**config.mk**
```make
export PLATFORM = sky130hd
export DESIGN_NAME = tlc_sensor_conditioner
export DESIGN_NICKNAME = d
export VERILOG_FILES = /design/src/rtl/tlc_pkg.sv /design/src/rtl/tlc_debounce.sv /design/src/rtl/tlc_sensor_conditioner.sv
export SDC_FILE = /design/constraint.sdc
export NUM_CORES = 1
export LEC_CHECK = 0
export ABC_AREA = 1
export CORE_MARGIN = 2
export CORE_UTILIZATION = 53
export CTS_BUF_LIST = sky130_fd_sc_hd__clkbuf_8 sky130_fd_sc_hd__clkbuf_16
export DETAILED_ROUTE_END_ITERATION = 8
export PLACE_DENSITY = 0.87
export REMOVE_ABC_BUFFERS = 1
export SYNTH_ARGS = -nofsm -noshare
export SYNTH_HDL_FRONTEND = slang
export SYNTH_HIERARCHICAL = 1
export SYNTH_SLANG_ARGS = --single-unit
```
**constraint.sdc**
```tcl
create_clock -name clock -period 1.5 [get_ports clock]
set_clock_uncertainty 0.15 [all_clocks]
set_input_delay 0.15 -clock clock [delete_from_list [all_inputs] [get_ports clock]]
set_output_delay 0.15 -clock clock [all_outputs]
set_load 0.01 [all_outputs]
```
**src/rtl/tlc_pkg.sv**
```systemverilog
// Shared constants, arbiter state type and small index helpers for the
// traffic light controller sensor front end.
package tlc_pkg;

   localparam int NUM_APPROACH       = 4;
   localparam int LOOPS_PER_APPROACH = 3;

   localparam logic [1:0] APP_A = 2'd0;
   localparam logic [1:0] APP_B = 2'd1;
   localparam logic [1:0] APP_C = 2'd2;
   localparam logic [1:0] APP_D = 2'd3;

   localparam int LOOP_NEAR = 0;
   localparam int LOOP_MID  = 1;
   localparam int LOOP_FAR  = 2;

   typedef enum logic [1:0] {
      IDLE  = 2'd0,
      GRANT = 2'd1,
      HOLD  = 2'd2
   } siren_state_t;

   // Lowest-numbered active request; approach a wins ties.
   function automatic logic [1:0] lowest_index(input logic [3:0] req);
      logic [1:0] idx;
      if (req[APP_A]) begin
         idx = APP_A;
      end else if (req[APP_B]) begin
         idx = APP_B;
      end else if (req[APP_C]) begin
         idx = APP_C;
      end else begin
         idx = APP_D;
      end
      return idx;
   endfunction

   // One-hot grant vector for an approach index.
   function automatic logic [3:0] one_hot(input logic [1:0] idx);
      logic [3:0] vec;
      case (idx)
         APP_A:   vec = 4'b0001;
         APP_B:   vec = 4'b0010;
         APP_C:   vec = 4'b0100;
         APP_D:   vec = 4'b1000;
         default: vec = 4'b0000;
      endcase
      return vec;
   endfunction

endpackage

```
**src/rtl/tlc_debounce.sv**
```systemverilog
// Single-bit debouncer: the stable value flips only after the raw input has
// disagreed with it for DEBOUNCE consecutive samples.
module tlc_debounce #(
   parameter int DEBOUNCE = 16
) (
   input  logic clock,
   input  logic clear,
   input  logic raw,
   output logic stable
);

   localparam logic [7:0] LAST_COUNT = 8'(DEBOUNCE - 1);

   logic [7:0] count_r;
   logic       stable_r;

   // Count consecutive disagreeing samples; flip on the last one.
   always_ff @(posedge clock) begin
      if (clear) begin
         stable_r <= 1'b0;
         count_r  <= 8'd0;
      end else if (raw == stable_r) begin
         count_r  <= 8'd0;
      end else if (count_r >= LAST_COUNT) begin
         stable_r <= ~stable_r;
         count_r  <= 8'd0;
      end else begin
         count_r  <= count_r + 8'd1;
      end
   end

   assign stable = stable_r;

endmodule

```
**src/rtl/tlc_sensor_conditioner.sv**
```systemverilog
// Sensor front end for the traffic light controller: debounces loops, sirens
// and red-light sensors, builds thermometer density levels and arbitrates a
// single emergency grant with a release hold.
module tlc_sensor_conditioner
   import tlc_pkg::*;
#(
   parameter int DEBOUNCE   = 16,
   parameter int SIREN_HOLD = 64
) (
   input  logic        clock,
   input  logic        clear,
   input  logic [11:0] raw_loop,
   input  logic [3:0]  raw_siren,
   input  logic [3:0]  raw_rc,
   output logic [11:0] density,
   output logic [3:0]  ss,
   output logic [3:0]  rc
);

   localparam int         NUM_LOOPS = NUM_APPROACH * LOOPS_PER_APPROACH;
   localparam logic [9:0] HOLD_LOAD = 10'(SIREN_HOLD - 1);

   logic [11:0]  loop_stable_s;
   logic [3:0]   siren_stable_s;
   logic [3:0]   rc_stable_s;
   siren_state_t state_r;
   logic [1:0]   own_r;
   logic [9:0]   hold_cnt_r;
   logic [3:0]   ss_r;

   for (genvar i = 0; i < NUM_LOOPS; i++) begin : g_loop_db
      tlc_debounce #(.DEBOUNCE(DEBOUNCE)) u_db (
         .clock  (clock),
         .clear  (clear),
         .raw    (raw_loop[i]),
         .stable (loop_stable_s[i])
      );
   end

   for (genvar i = 0; i < NUM_APPROACH; i++) begin : g_app_db
      tlc_debounce #(.DEBOUNCE(DEBOUNCE)) u_siren_db (
         .clock  (clock),
         .clear  (clear),
         .raw    (raw_siren[i]),
         .stable (siren_stable_s[i])
      );
      tlc_debounce #(.DEBOUNCE(DEBOUNCE)) u_rc_db (
         .clock  (clock),
         .clear  (clear),
         .raw    (raw_rc[i]),
         .stable (rc_stable_s[i])
      );
   end

   // A level only counts when every nearer loop is also occupied, so gaps
   // are masked and each approach always reads as thermometer code.
   for (genvar a = 0; a < NUM_APPROACH; a++) begin : g_density
      localparam int B = a * LOOPS_PER_APPROACH;
      assign density[B + LOOP_NEAR] = loop_stable_s[B + LOOP_NEAR];
      assign density[B + LOOP_MID]  = loop_stable_s[B + LOOP_NEAR]
                                    & loop_stable_s[B + LOOP_MID];
      assign density[B + LOOP_FAR]  = loop_stable_s[B + LOOP_NEAR]
                                    & loop_stable_s[B + LOOP_MID]
                                    & loop_stable_s[B + LOOP_FAR];
   end

   assign rc = rc_stable_s;

   // Siren arbiter: one owner at a time, held for SIREN_HOLD cycles after its
   // siren drops; new owners are only picked from IDLE.
   always_ff @(posedge clock) begin
      if (clear) begin
         state_r    <= IDLE;
         own_r      <= APP_A;
         hold_cnt_r <= 10'd0;
         ss_r       <= 4'b0000;
      end else begin
         case (state_r)
            IDLE: begin
               if (|siren_stable_s) begin
                  own_r   <= lowest_index(siren_stable_s);
                  ss_r    <= one_hot(lowest_index(siren_stable_s));
                  state_r <= GRANT;
               end else begin
                  ss_r    <= 4'b0000;
               end
            end
            GRANT: begin
               ss_r <= one_hot(own_r);
               if (!siren_stable_s[own_r]) begin
                  hold_cnt_r <= HOLD_LOAD;
                  state_r    <= HOLD;
               end else begin
                  state_r    <= GRANT;
               end
            end
            HOLD: begin
               if (siren_stable_s[own_r]) begin
                  ss_r    <= one_hot(own_r);
                  state_r <= GRANT;
               end else if (hold_cnt_r == 10'd0) begin
                  ss_r    <= 4'b0000;
                  state_r <= IDLE;
               end else begin
                  ss_r       <= one_hot(own_r);
                  hold_cnt_r <= hold_cnt_r - 10'd1;
               end
            end
            default: begin
               ss_r    <= 4'b0000;
               state_r <= IDLE;
            end
         endcase
      end
   end

   assign ss = ss_r;

endmodule

```
### Word-level counts from Yosys, hierarchy flattened

Cells that the tools add are included.

* mux-type cells: 23
* reductions and logical operators: 49
* add/subtract/negate cells: 21
* equality and inequality tests: 33
* bitwise logic cells: 48
* $lt $le $gt $ge: 21

Operators by type and width (count)
* adder 8 x 1 -> 8 bit (second input constant): 20
* greater-or-equal comparator 8 x 4 -> 1 bit (second input constant): 20
* OR reduction 3 bit: 20
* AND reduction 2 bit: 22
* inverter 1 bit: 40
* one-hot mux 4 bit (4 select lines): 2
* two-way mux 10 bit: 3
* == test 1 bit: 20
* one-hot mux 10 bit (2 select lines): 1
* two-way mux 2 bit: 9
* two-way mux 4 bit: 3
* one-hot mux 4 bit (3 select lines): 1
* == test 2 bit (second input constant): 5
* logical NOT 10 bit: 1
* subtractor 10 x 1 -> 10 bit (second input constant): 1
* AND 1 bit: 8
* inequality test 2 bit (second input constant): 4
* == test 2 x 1 -> 1 bit (second input constant): 3
* logical NOT 2 bit: 3
* one-hot mux 2 bit (3 select lines): 1
* AND reduction 4 bit: 1
* OR reduction 4 bit: 1
* < comparator 2 x 3 -> 1 bit (second input constant): 1
* inequality test 3 bit (second input constant): 1
* other kinds (3): 4

* bits of input ports: 22
* bits in registers: 198
* output and inout bits: 20

### Logic depth before layout (Yosys ltp)

* word-level depth: 10
* depth in mapped cells: 10

### Cells and area by module

Netlist, hierarchy kept.

By module, submodules not included
* tlc_debounce: instances 20, cells an instance 35, area an instance 320.3 µm²
* tlc_sensor_conditioner: instances 1, cells an instance 184, area an instance 1201.2 µm²

### Worst setup path after synthesis

Ideal clock, no wire load.

* path type: reg2reg
* from: register hold_cnt_r[0]
* to: register hold_cnt_r[2]
* data required time: 1281 ps
* arrival: 1319 ps
* clock period less this slack: 1538 ps
* setup slack: -38 ps
* buffers on the path: 1
* stages on the path, launching flop included: 10
* cell sequence: dfxtp_1 > inv_1 > ha_1 > nand2_2 > nor2_4 > nand3_2 > nand3_4 > buf_12 > nand2_1 > a21oi_2

* cells in the longest elaborated chain, start to end: 4
* elaborated cells between the ends (all ways): 7
* classes of those cells: add/sub: 1; eq/ne: 1; mux: 3; reduce/logical: 2

Ends and longest elaborated chain
* from (decl): RTL line tlc_sensor_conditioner.sv:28 `logic [9:0] hold_cnt_r;`
* from (signal assigned): RTL line tlc_sensor_conditioner.sv:106 `hold_cnt_r <= hold_cnt_r - 10'd1;`
* subtractor 10 x 1 -> 10 bit: RTL line tlc_sensor_conditioner.sv:106
* two-way mux 10 bit: RTL line tlc_sensor_conditioner.sv:101 `end else if (hold_cnt_r == 10'd0) begin`
* two-way mux 10 bit: RTL line tlc_sensor_conditioner.sv:98 `if (siren_stable_s[own_r]) begin`
* one-hot mux 10 bit (2 select lines): RTL line tlc_sensor_conditioner.sv:78 `case (state_r)`

Parallel ways exist; a longest one is shown, timed or not. The select of a mux whose other input is x is not followed.
A chain may end at the register's enable or synchronous reset.

### Worst setup path after layout

* from: register hold_cnt_r[1]
* to: register hold_cnt_r[6]

The elaborated chain is that of the path after synthesis.

==> run_results.csv <==
group,metric,value,unit
outcome,outcome,"complete, but fails checks",
outcome,violations,"setup timing",
clocking,clk_latency,420,ps
critical_path,crit_type,"register to register",
power,p_int,9.22,mW
global_route,track_usage,0.178,
final_layout,syn_to_final_growth,23.6,%
clocking,cts-root-buf,"clkbuf_16",
clocking,h-tree-depth,4,
power,seqPwrFrac,0.459,
critical_path,path_cells,"inv_2 -> ha_4 -> nand2_4 -> nor2_4 -> nand3_2 -> nand3_4 -> clkinvlp_4 -> nand2_2 -> a21oi_2",
critical_path,r2r_start,"hold_cnt_r[1]",
sta,setup-violations-final,15,
critical_path,critPathTopFamily,"simple AND/OR/NAND/NOR gates",
clocking,cts_tree,"built",
clocking,clk_pin_slew,70,ps
logic_synthesis,synth-seq-area-share,0.521,
placed_design,io_buffers,41,
die,start_util,0.546,
detailed_routing,wl,13100,um
logic_synthesis,ys_seq_elements,198,
critical_path,r2r-end,"hold_cnt_r[6]",
power,ir_worst_vdd,1.10,mV
power,pwr_density_cell,1340,nW/um^2
final_layout,stdcell_area,9400,sq um
final_layout,fillers,1104,
final_layout,drive_above_1_share,0.212,
global_route,grt_max_degree,37,
worst_hold_path,hold_class,"input pin to register",
sta,hold_violations,0,
global_route,grt_pass1_wl,21600,um
critical_path,endpoint_kind,"register",
sta,layout_setup_ws,-125,ps
critical_path,max_stage_delay,330,ps
sta,finalCritPeriodShare,1.08,
detailed_routing,ant_nets,0,
critical_path,cp.depth,9,
power,switching_share,0.268,
critical_path,r2r_cells,9,
critical_path,r2r_slack,-130,ps
logic_synthesis,ys_warn_count,6,
sta,final.min_clock_period,1630,ps
die,die_x,124,um
job,drv_cap,0,
sta,slew_violations,0,
worst_hold_path,hold_depth,3,
sta,timing.fmax,615,MHz
critical_path,critPathMaxFanout,7,
critical_path,cp_data_arrival_time,1780,ps
clocking,cts_sinks,198,
critical_path,cp-endpoint,"hold_cnt_r[6]",
global_route,first_global_vias,5379,
power,p_leak,4.03,nW
placed_design,placed_area,8580,sq um
detailed_routing,drcViolationCount,0,
die,io_pins,42,
detailed_routing,wl_per_cell,10.7,um
critical_path,crit_start,"hold_cnt_r[1]",
die,die_h,124,um
detailed_routing,via_count,5590,
clocking,cts_buffers,17,
detailed_routing,first_pass_iters,4,
critical_path,worstPathRequired,1650,ps
power,comb_power_share,0.207,
critical_path,critPathBufInv,2,
power,clockPowerShare,0.334,
logic_synthesis,synth_area_per_cell,8.61,sq um
critical_path,worst_path_max_delay_cell,"dfxtp_2",
global_route,grt_antenna_before_repair,0,
detailed_routing,drtIter0Drc,235,
final_layout,final_util,0.675,
die,coreArea,13900,sq um
global_route,grt.overflow.total,0,
placed_design,hpwl,8590,um
detailed_routing,vias_per_cell,4.55,
critical_path,startpoint_type,"register",
logic_synthesis,syn_inst,884,
power,p_switching,3.38,mW
sta,rsz0062_at_grt,"true",
die,rows,43,
die,dieArea,15300,sq um
logic_synthesis,netlist_area,7610,sq um
clocking,clockBufferDepth,2,
final_layout,fin_nets,1080,
placed_design,gp_congestion,0.780,
logic_synthesis,yosysUniqueCellTypes,32,
final_layout,n_antenna_cell,0,
## state kept, by name (all words and copies together) (netlist names)
signal,flops
g_loop_db.u_db/count_r,96
g_loop_db.u_db/stable,12
state_r,2
ss,4
own_r,2
g_app_db.u_siren_db/stable,4
hold_cnt_r,10
g_app_db.u_siren_db/count_r,32
g_app_db.u_rc_db/stable,4
g_app_db.u_rc_db/count_r,32
## layout by cell type, fill, tap and decap left out, types with 4 or more instances in the layout
cell,count
buf_4,35
dlygate4sd2_1,11
xor2_1,41
clkbuf_2,4
inv_1,107
a21oi_2,9
dfxtp_1,182
clkdlybuf4s50_1,20
nand3_1,52
nor2_2,65
dfxtp_2,14
clkdlybuf4s15_1,4
o21ai_0,4
nand2_2,17
xnor2_1,20
inv_2,5
nand3_2,21
a21oi_1,7
clkinv_2,5
nor2_1,157
nand2_1,93
clkbuf_16,18
nand4_1,20
nor2_4,5
conb_1,80
ha_1,20
## metal layers
layer	wire, um	global-route usage
met5	0	0
met4	197	0.0668
met3	393	0.0472
met2	7000	0.339
met1	5490	0.187
## kinds of logic (layout without fill, tap and decap cells)
logic type	Yosys count	after routing	synth area share
AND/OR/NAND/NOR	442	442	0.282
adder cells (fa/ha/maj)	21	21	0.0345
buffers and inverters	117	221	0.0618
AO/OA/AOI/OAI	25	25	0.0207
other	20	80	0.00987
flip-flops	198	198	0.521
XOR/XNOR	61	61	0.0702
## how the worst min path moves through the flow
stage / startpoint / to / slack [ps]
5_1_grt: raw_loop[8] / g_loop_db[8].u_db/stable / 230
3_3_place_gp: g_app_db[1].u_rc_db/count_r[0] / g_app_db[1].u_rc_db/count_r[0] / 280
4_1_cts: raw_loop[11] / g_loop_db[11].u_db/stable / 200
3_5_place_dp: g_app_db[0].u_siren_db/count_r[0] / g_app_db[0].u_siren_db/count_r[0] / 290
6_report: raw_loop[11] / g_loop_db[11].u_db/stable / 210
2_1_floorplan: clear / hold_cnt_r[2] / 60
## area by class of cell
cell class,count,area (sq um),share of cell area
sequential,198,3990,0.424
multi-input combinational,629,3500,0.372
timing repair buffer,81,724,0.0770
clock buffer,17,425,0.0452
inverter,110,417,0.0443
tap,180,225,0.0240
clock inverter,13,120,0.0128
## what timing repair did
| action | in CTS | in global routing |
|---|---|---|
| gates cloned | 0 | 1 |
| endpoints found under the hold margin | 1 | 0 |
| pin swaps | 5 | 11 |
| resized for setup | 51 | 40 |
| endpoints found under the setup margin | 27 | 25 |
| hold buffers | 1 | 0 |
| buffers inserted | 11 | 7 |
## synthesized netlist by cell type, drive strengths merged
| cell type | count | area share |
|---|---|---|
| nand3b | 2 | 0.0020 |
| nand3 | 74 | 0.064 |
| nor2 | 228 | 0.14 |
| buf | 6 | 0.0071 |
| o21ai | 8 | 0.0058 |
| or2 | 2 | 0.0016 |
| and2 | 1 | 0.00082 |
| dfxtp | 198 | 0.52 |
| xor2 | 41 | 0.047 |
| a21oi | 16 | 0.014 |
| xnor2 | 20 | 0.023 |
| inv | 110 | 0.054 |
| ha | 21 | 0.035 |
| nand2 | 113 | 0.059 |
| conb | 20 | 0.0099 |
| clkbuf | 1 | 0.00049 |
| nand4 | 20 | 0.016 |
| o21bai | 1 | 0.00099 |
| nor3 | 2 | 0.0013 |
## power groups by stage
stage	Combinational, mW	Clock, mW	Sequential [mW]
floorplan	1.22	0	5.84
global placement	1.84	0	5.83
detailed placement	1.88	0	5.84
CTS	2.15	4.31	5.75
global route	2.85	4.51	5.81
finish	2.60	4.22	5.79
## per-stage QoR
stage          setup TNS [ps]  setup slack [ps]  power [mW]  hold slack [ps]  cells
3_3_place_gp                0              16.2        7.67              279   1178
3_5_place_dp             -329             -55.8        7.73              286   1178
5_1_grt                 -2370              -205        13.2              229   1228
6_report                -1100              -125        12.6              206   1228
4_1_cts                  -346             -52.9        12.2              199   1220
2_1_floorplan            -601             -84.2        7.06             62.4    937
## worst min-delay path, delay by kind of cell
kind	cells	cell delay, ps
buf+inv	1	430
simple gates	2	160
Power figures use the tool's default switching activity.
